### config.mk
export PLATFORM = sky130hd
export DESIGN_NAME = alu_arbiter
export DESIGN_NICKNAME = d
export VERILOG_FILES = /design/src/rtl/alu_arb_pkg.sv /design/src/rtl/alu_rr_pick.sv /design/src/rtl/alu_arbiter.sv
export SDC_FILE = /design/constraint.sdc
export NUM_CORES = 1
export LEC_CHECK = 0
export ABC_CLOCK_PERIOD_IN_PS = 2100
export BUFFER_PORTS_ARGS = -buffer_cell sky130_fd_sc_hd__buf_2
export CORE_MARGIN = 2
export CORE_UTILIZATION = 40
export CTS_BUF_LIST = sky130_fd_sc_hd__clkbuf_4
export DETAILED_ROUTE_END_ITERATION = 16
export GPL_TIMING_DRIVEN = 0
export PLACE_DENSITY = 0.83
export SLEW_MARGIN = 20
export SYNTH_ARGS = -nofsm -noshare
export SYNTH_HDL_FRONTEND = slang
export SYNTH_SLANG_ARGS = --single-unit
### constraint.sdc
create_clock -name clk -period 2.1 [get_ports clk]
set_clock_uncertainty 0.2 [all_clocks]
set_input_delay 0.42 -clock clk [delete_from_list [all_inputs] [get_ports clk]]
set_output_delay 0.42 -clock clk [all_outputs]
set_load 0.01 [all_outputs]
### src/rtl/alu_arb_pkg.sv
// Shared types and constants for the ALU arbiter: FSM states, ALU function
// codes and the datapath width.
package alu_arb_pkg;

  localparam int ALU_W = 32;

  typedef enum logic [1:0] {
    IDLE = 2'd0,
    EXEC = 2'd1,
    RESP = 2'd2
  } arb_state_t;

  localparam logic [3:0] ALU_ADD   = 4'b0000;
  localparam logic [3:0] ALU_SUB   = 4'b0001;
  localparam logic [3:0] ALU_AND   = 4'b0010;
  localparam logic [3:0] ALU_OR    = 4'b0011;
  localparam logic [3:0] ALU_XOR   = 4'b0100;
  localparam logic [3:0] ALU_SLL   = 4'b0101;
  localparam logic [3:0] ALU_SRL   = 4'b0110;
  localparam logic [3:0] ALU_SRA   = 4'b0111;
  localparam logic [3:0] ALU_SLT   = 4'b1000;
  localparam logic [3:0] ALU_SLTU  = 4'b1001;
  localparam logic [3:0] ALU_NOR   = 4'b1010;
  localparam logic [3:0] ALU_PASSA = 4'b1011;
  localparam logic [3:0] ALU_PASSB = 4'b1100;
  localparam logic [3:0] ALU_EQ    = 4'b1101;
  localparam logic [3:0] ALU_LTZ   = 4'b1110;
  localparam logic [3:0] ALU_NEZ   = 4'b1111;

endpackage

### src/rtl/alu_rr_pick.sv
// Combinational round-robin picker: first valid requester at or after the
// pointer, wrapping, as a one-hot vector plus a binary index.
module alu_rr_pick #(
  parameter int NREQ = 2,
  parameter int IDW  = 3
) (
  input  logic [NREQ-1:0] i_valid,
  input  logic [IDW-1:0]  i_ptr,
  output logic [NREQ-1:0] o_grant,
  output logic [IDW-1:0]  o_idx,
  output logic            o_any
);

  // Offset i is visited before offset i+1, so the first hit is closest to ptr.
  always_comb begin
    int tgt;
    tgt     = 0;
    o_grant = '0;
    o_idx   = '0;
    o_any   = 1'b0;
    for (int i = 0; i < NREQ; i++) begin
      tgt = int'(i_ptr) + i;
      if (tgt >= NREQ) tgt = tgt - NREQ;
      for (int j = 0; j < NREQ; j++) begin
        if (!o_any && (j == tgt) && i_valid[j]) begin
          o_any      = 1'b1;
          o_grant[j] = 1'b1;
          o_idx      = IDW'(j);
        end
      end
    end
  end

endmodule

### src/rtl/alu_arbiter.sv
// Shares one external combinational ALU between NREQ requesters using
// round-robin arbitration. Optional requester locking: ALU_ARB_LOCK_EN.
module alu_arbiter
  import alu_arb_pkg::*;
#(
  parameter int NREQ = 2,
  parameter int IDW  = 3
) (
  input  logic                  clk,
  input  logic                  rst_n,
  input  logic [NREQ-1:0]       req_valid,
  output logic [NREQ-1:0]       req_ready,
  input  logic [ALU_W*NREQ-1:0] req_a,
  input  logic [ALU_W*NREQ-1:0] req_b,
  input  logic [5*NREQ-1:0]     req_shamt,
  input  logic [4*NREQ-1:0]     req_func,
`ifdef ALU_ARB_LOCK_EN
  input  logic [NREQ-1:0]       req_lock,
`endif
  output logic [ALU_W-1:0]      alu_a,
  output logic [ALU_W-1:0]      alu_b,
  output logic [4:0]            alu_shamt,
  output logic [3:0]            alu_func,
  input  logic [ALU_W-1:0]      alu_out,
  input  logic                  alu_zero,
  output logic                  rsp_valid,
  input  logic                  rsp_ready,
  output logic [IDW-1:0]        rsp_id,
  output logic [ALU_W-1:0]      rsp_data,
  output logic                  rsp_zero
);

  arb_state_t       r_state, w_next_state;
  logic [IDW-1:0]   r_ptr, r_rsp_id, w_gnt_idx, w_ptr_next;
  logic [NREQ-1:0]  w_pick_valid, w_grant;
  logic             w_any, w_idle, w_grant_fire, w_rsp_done, w_ptr_adv;
  logic [ALU_W-1:0] r_alu_a, r_alu_b, r_rsp_data, w_sel_a, w_sel_b;
  logic [4:0]       r_alu_shamt, w_sel_shamt;
  logic [3:0]       r_alu_func, w_sel_func;
  logic             r_rsp_zero;

  // A grant while reset is held would be a handshake nobody completes.
  assign w_idle       = (r_state == IDLE) && rst_n;
  assign w_grant_fire = w_idle && w_any;
  assign w_rsp_done   = (r_state == RESP) && rsp_ready;
  assign w_ptr_next   = (r_rsp_id == IDW'(NREQ - 1)) ? '0 : r_rsp_id + IDW'(1);

`ifdef ALU_ARB_LOCK_EN
  logic            r_locked, r_cur_lock;
  logic [NREQ-1:0] r_lock_mask;

  assign w_pick_valid = r_locked ? (req_valid & r_lock_mask) : req_valid;
  assign w_ptr_adv    = w_rsp_done && !r_cur_lock;

  // A locked grant pins arbitration to its owner until an unlocked one completes.
  always_ff @(posedge clk or negedge rst_n) begin
    if (!rst_n) begin
      r_locked    <= 1'b0;
      r_cur_lock  <= 1'b0;
      r_lock_mask <= '0;
    end else begin
      if (w_grant_fire) begin
        r_cur_lock  <= |(req_lock & w_grant);
        r_lock_mask <= w_grant;
        if (|(req_lock & w_grant)) r_locked <= 1'b1;
      end
      if (w_ptr_adv) r_locked <= 1'b0;
    end
  end
`else
  assign w_pick_valid = req_valid;
  assign w_ptr_adv    = w_rsp_done;
`endif

  alu_rr_pick #(
    .NREQ (NREQ),
    .IDW  (IDW)
  ) u_pick (
    .i_valid (w_pick_valid),
    .i_ptr   (r_ptr),
    .o_grant (w_grant),
    .o_idx   (w_gnt_idx),
    .o_any   (w_any)
  );

  always_comb begin
    w_sel_a     = '0;
    w_sel_b     = '0;
    w_sel_shamt = '0;
    w_sel_func  = ALU_ADD;
    for (int k = 0; k < NREQ; k++) begin
      if (w_grant[k]) begin
        w_sel_a     = req_a[k*ALU_W +: ALU_W];
        w_sel_b     = req_b[k*ALU_W +: ALU_W];
        w_sel_shamt = req_shamt[k*5 +: 5];
        w_sel_func  = req_func[k*4 +: 4];
      end
    end
  end

  always_ff @(posedge clk or negedge rst_n) begin
    if (!rst_n) r_state <= IDLE;
    else        r_state <= w_next_state;
  end

  always_comb begin
    w_next_state = r_state;
    req_ready    = '0;
    rsp_valid    = 1'b0;
    case (r_state)
      IDLE: begin
        req_ready = w_idle ? w_grant : '0;
        if (w_any) w_next_state = EXEC;
      end
      EXEC: w_next_state = RESP;
      RESP: begin
        rsp_valid = 1'b1;
        if (rsp_ready) w_next_state = IDLE;
      end
      default: w_next_state = IDLE;
    endcase
  end

  always_ff @(posedge clk or negedge rst_n) begin
    if (!rst_n) begin
      r_alu_a     <= '0;
      r_alu_b     <= '0;
      r_alu_shamt <= '0;
      r_alu_func  <= ALU_ADD;
      r_rsp_id    <= '0;
      r_rsp_data  <= '0;
      r_rsp_zero  <= 1'b0;
      r_ptr       <= '0;
    end else begin
      if (w_grant_fire) begin
        r_alu_a     <= w_sel_a;
        r_alu_b     <= w_sel_b;
        r_alu_shamt <= w_sel_shamt;
        r_alu_func  <= w_sel_func;
        r_rsp_id    <= w_gnt_idx;
      end
      if (r_state == EXEC) begin
        r_rsp_data <= alu_out;
        r_rsp_zero <= alu_zero;
      end
      if (w_ptr_adv) r_ptr <= w_ptr_next;
    end
  end

  assign alu_a     = r_alu_a;
  assign alu_b     = r_alu_b;
  assign alu_shamt = r_alu_shamt;
  assign alu_func  = r_alu_func;
  assign rsp_id    = r_rsp_id;
  assign rsp_data  = r_rsp_data;
  assign rsp_zero  = r_rsp_zero;

endmodule

== After elaboration in Yosys (flattened, before gate mapping) ==
Index checks and enable logic that the tools add are counted.
Storage, ports and cells
  logic and storage cells: 66
  input bits: 184
  output and inout port bits: 112
  register bits after elaboration: 114
Cells by class
  reduce and logical (&&, ||, !) cells: 17
  multiplexer cells: 27
  magnitude comparators: 2
  $add $sub $neg: 4
  equality and inequality tests: 7
Operators with widths (number)
  $mux 32: 6
  $eq 2x32->1 const A: 2
  $logic_not 32->1: 2
  $ge 32x3->1 const B: 1
  $sub 32x3->32 const B: 1
  $mux 1: 11
  $logic_and 1x1->1: 10
  $mux 5: 2
  $mux 2: 4
  $mux 4: 2
  $pmux 2 s3: 1
  $add 3x1->4 const B: 1
  $ne 2x2->1 const B: 2
  $sub 3x2->4 const B: 1
  $add 3x1->3 const B: 1
  $eq 3x1->1 const B: 1
  $ge 3x2->1 const B: 1
  $logic_not 1->1: 3
  $mux 3: 1
  $eq 2x1->1 const B: 1
  $eq 2x2->1 const B: 1
  $logic_not 2->1: 1
  $reduce_and 2->1: 1

== Depth between registers and ports, before layout ==
  depth in word-level cells: 19
  gate-level depth with buffers: 6
  gate-level depth less buffers: 3

== By module ==
A second synthesis with hierarchy kept.
Unflattened totals
  cells, all modules: 457
  area total of the unflattened synthesis: 5175.0 um2
Modules (own cells, without submodules)
  alu_arbiter: times used 1, seq. area each 2852.7 um2, area an instance 4953.5 um2, cells each 428
  alu_rr_pick: times used 1, seq. area each 0.0 um2, area an instance 221.5 um2, cells each 29

== Worst setup path after synthesis ==
No wires, ideal clock.
  path type: register -> output
  start point: register r_state[1]
  end point: output port req_ready[1]
  data arrival time: 1.410 ns
  cell stages (with the launch flop): 5
  setup slack: 0.070 ns
  path through: dfrtp_1 > or3b_1 > buf_6 > nor3b_4 > buf_2
Between the ends
  cells in the longest elaborated chain, start to end: 4
Ends and longest elaborated chain
  start: declaration: line alu_arbiter.sv:33  | arb_state_t r_state, w_next_state;
  start signal: assignment: line alu_arbiter.sv:103  | else r_state <= w_next_state;
  $logic_not 2->1 (*): line alu_arbiter.sv:43, alu_arbiter.sv:110
  $logic_and 1x1->1: line alu_arbiter.sv:43  | assign w_idle = (r_state == IDLE) && rst_n;
  $mux 2: line alu_arbiter.sv:112  | req_ready = w_idle ? w_grant : '0;
  $mux 2 (*): line alu_arbiter.sv:110  | case (r_state)
  end: declaration: line alu_arbiter.sv:12  | output logic [NREQ-1:0] req_ready,
Mark *: on every way between the ends. The rest lies on a longest branch, timed or not.

== Worst setup path in the final report ==
  start point: register r_state[0]
  end point: output port req_ready[1]
The elaborated chain is that of the path after synthesis.

==> flow_summary_export.csv <==
group,metric,value,unit
timing,timing.final.crit_share,117,%
power,powerDensity,1190,nW/um2
die,start_util,40.7,%
drt,wl_per_cell,20.4,um
timing,finalHoldViolations,0,
drt,vias_per_cell,5.47,
cells_and_area,drive_above_1_share,50.6,%
cells_and_area,multiInputGateArea,1920,um2
placed_design,gp_routability_congestion,0.824,
global_routing,top_usage_layer,"met2",
clock_network,cts.clk_slew.worst_paths,170,ps
synthesis,syn_area,4870,um2
worst_setup_path,arrival,1850,ps
synthesis,syn_inst,345,
global_routing,grt_util_all_layers,29.1,%
timing,timing.final.ws_setup,-366,ps
drt,dr.pass1.iters,5,
placed_design,io_buffers,292,
timing,finalMaxSlewViolations,0,
worst_setup_path,rr_endpoint,"alu_a[30]$_DFFE_PN0P_",
placed_design,hpwl,11.0,mm
clock_network,htree_levels,3,
worst_setup_path,crit_top_cell,"buf_6",
timing,fmax,405,MHz
cells_and_area,num-fill-cells,754,
worst_setup_path,r2r_slack,-300,ps
timing,tightest_slew,727,ps
global_routing,grt_overflow,0,
worst_setup_path,cp_slowest_cell,"dfrtp_1",
timing,rsz0062_at_grt,"true",
placed_design,place_area,6560,um2
drt,drc,0,
drt,drt_iter0_markers,354,
global_routing,grt_max_degree,51,
worst_setup_path,cp_top_family,"simple AND/OR/NAND/NOR gates",
worst_setup_path,r2r-start,"r_state[0]$_DFFE_PN0P_",
power,power.total,10200,uW
worst_setup_path,cp-endpoint,"req_ready[1]",
worst_setup_path,path_cells,"or3b_1 -> buf_6 -> nor3b_4 -> buf_6 -> buf_6",
worst_setup_path,critPathBufInv,3,
drt,drt_wl_total,19.7,mm
clock_network,clkSinkCount,110,
worst_setup_path,cp.depth,5,
worst_setup_path,start_kind,"register",
timing,period_minus_slack,2470,ps
global_routing,grt_pass1_wl,29.0,mm
global_routing,grt_util_met2,52.2,%
min_path,hold_class,"in2reg",
flow_run,maxCapViolations,0,
global_routing,grtUsageMet1,32.8,%
power,ir_worst_vdd,0.577,mV
timing,slew_headroom,51.4,%
cells_and_area,nNetsFinal,995,
drt,vias,5275,
die,core-area,12000,um2
status,failed_checks,"setup timing",
die,rows,40,
global_routing,met3_usage,6.35,%
cells_and_area,fin_area,8610,um2
worst_setup_path,cpPeakStageDelay,410,ps
synthesis,ys_ff_latch,110,
worst_setup_path,crit_path_start,"r_state[0]$_DFFE_PN0P_",
clock_network,cts_tree,"built",
synthesis,synth_warnings,0,
die,io_pins,296,
die,die_h,114,um
clock_network,clkLatencyLatePin,460,ps
worst_setup_path,crit_required,1480,ps
cells_and_area,synthToLayoutAreaGrowth,76.8,%
timing,finalSetupViolations,57,
clock_network,clock_path_buffers,2,
worst_setup_path,worstPathMaxFanout,3,
die,dieArea,13100,um2
die,die-width,114,um
global_routing,antenna_found_initial,1,
min_path,hold_depth,3,
power,power.leakage,0.00432,uW
synthesis,synth.avg_cell_area,14.1,um2
drt,antenna_left,0,
worst_setup_path,r2r_cells,9,
status,status,"complete, but fails checks",
worst_setup_path,endpoint_kind,"primary output",
worst_setup_path,critical_path_class,"reg2out",
synthesis,ys_seq_area_share,56.5,%
global_routing,grt_pass1_vias,5574,
synthesis,synth_cell_types,26,
clock_network,cts_buffers,9,
clock_network,cts_root_buf,"clkbuf_4",
cells_and_area,seqCellArea,2750,um2
[logic make-up (layout without fill, tap and decap cells)]
logic type | Yosys count | in the layout | share of synthesized area [%]
AOI/OAI and AO/OA | 128 | 128 | 23.4
buffers and inverters | 40 | 510 | 4.26
DFF | 110 | 110 | 56.5
muxes | 55 | 55 | 14.2
other | 1 | 4 | 0.0770
and+or+nand+nor | 11 | 11 | 1.62
[final cells by class]
cell class | count | share of cell area (%)
multi-input cells | 196 | 22.2
plain buffers | 38 | 3.54
flip-flops and latches | 110 | 32.0
repair buffers | 454 | 38.1
clock inverters | 7 | 1.07
well taps | 147 | 2.14
diodes | 2 | 0.0581
clock buffers | 9 | 0.784
inverters | 2 | 0.0872
[power by group]
group | switching [uW] | internal [uW] | leakage [uW]
combinational | 2380 | 2920 | 0.00290
sequential | 624 | 3130 | 0.00134
clock | 789 | 393 | 0.0000794
total | 3790 | 6450 | 0.00432
[layer usage]
layer  routed length (um)  vias to the layer above
met2                10200                      322
met4                  775                        0
met1                 7320                     2595
li1                     -                     2281
met5                    0                        -
met3                 1350                       77
[Yosys cell counts]
master / number / area share (%)
o21a_1: 51 / 7.9
o21ai_0: 2 / 0.21
nor2b_1: 1 / 0.13
nand2_1: 1 / 0.077
nand3b_1: 1 / 0.15
nand2b_1: 3 / 0.39
nor3b_4: 1 / 0.39
or3b_1: 1 / 0.18
buf_1: 1 / 0.077
mux2_2: 36 / 8.3
nor2_1: 1 / 0.077
inv_1: 2 / 0.15
a221o_1: 51 / 10
buf_4: 2 / 0.31
a21boi_1: 1 / 0.15
buf_6: 2 / 0.46
nor3_1: 1 / 0.10
conb_1: 1 / 0.077
buf_2: 10 / 1.0
mux2_4: 19 / 5.9
or2_1: 1 / 0.13
clkbuf_1: 21 / 1.6
dfrtp_1: 110 / 56
a32o_1: 22 / 4.5
buf_8: 2 / 0.62
a21o_1: 1 / 0.15
[registers in the layout, indices dropped and copies added (netlist names)]
register   flops
alu_a         32
alu_b         32
rsp_data      32
alu_shamt      5
alu_func       4
r_state        2
r_ptr          1
rsp_id         1
rsp_zero       1
[worst min path at each step]
stage | startpoint | endpoint | slack [ps]
finish | req_a[24] | alu_a[24]$_DFFE_PN0P_ | 100
global route | req_shamt[1] | alu_shamt[1]$_DFFE_PN0P_ | 80
CTS | req_a[24] | alu_a[24]$_DFFE_PN0P_ | 70
detailed placement | rst_n | rsp_data[7]$_DFFE_PN0N_ | 190
global placement | rsp_id[0]$_DFFE_PN0P_ | r_ptr[0]$_DFFE_PN0P_ | 270
floorplan | rst_n | alu_a[0]$_DFFE_PN0P_ | -80
[stage by stage]
step	hold slack [ps]	utilization, %	TNS [ps]	cells	worst slack [ps]
floorplan	-75.6	-	0	346	69.9
global placement	267	54.5	-224790	785	-2340
detailed placement	186	54.8	-66290	786	-1300
CTS	67.3	71.2	-20100	960	-452
global route	80.0	72.0	-16120	964	-465
finish	99.2	72.0	-12360	965	-366
[worst min-delay path, cell delays in order]
cell and delay, ps:
buf_2 80, a32o_1 110, mux2_4 130
[cell usage in the layout, fill, tap and decap left out, types with 5 or more instances in the layout]
master	instances
buf_16	5
mux2_2	36
clkbuf_1	13
clkbuf_4	11
buf_2	294
a221o_1	51
buf_6	11
dlygate4sd3_1	138
mux2_4	19
buf_4	10
dfrtp_1	110
a32o_1	22
buf_8	6
o21a_1	51
[timing repair]
item	4_1_cts	5_1_grt
pin swaps	23	8
hold endpoints to repair	191	0
setup endpoints to repair	76	96
gates cloned	5	4
hold buffers	139	0
buffers inserted	14	0
gates resized for setup	41	12
Note: power is estimated with default switching activity, not from simulation.
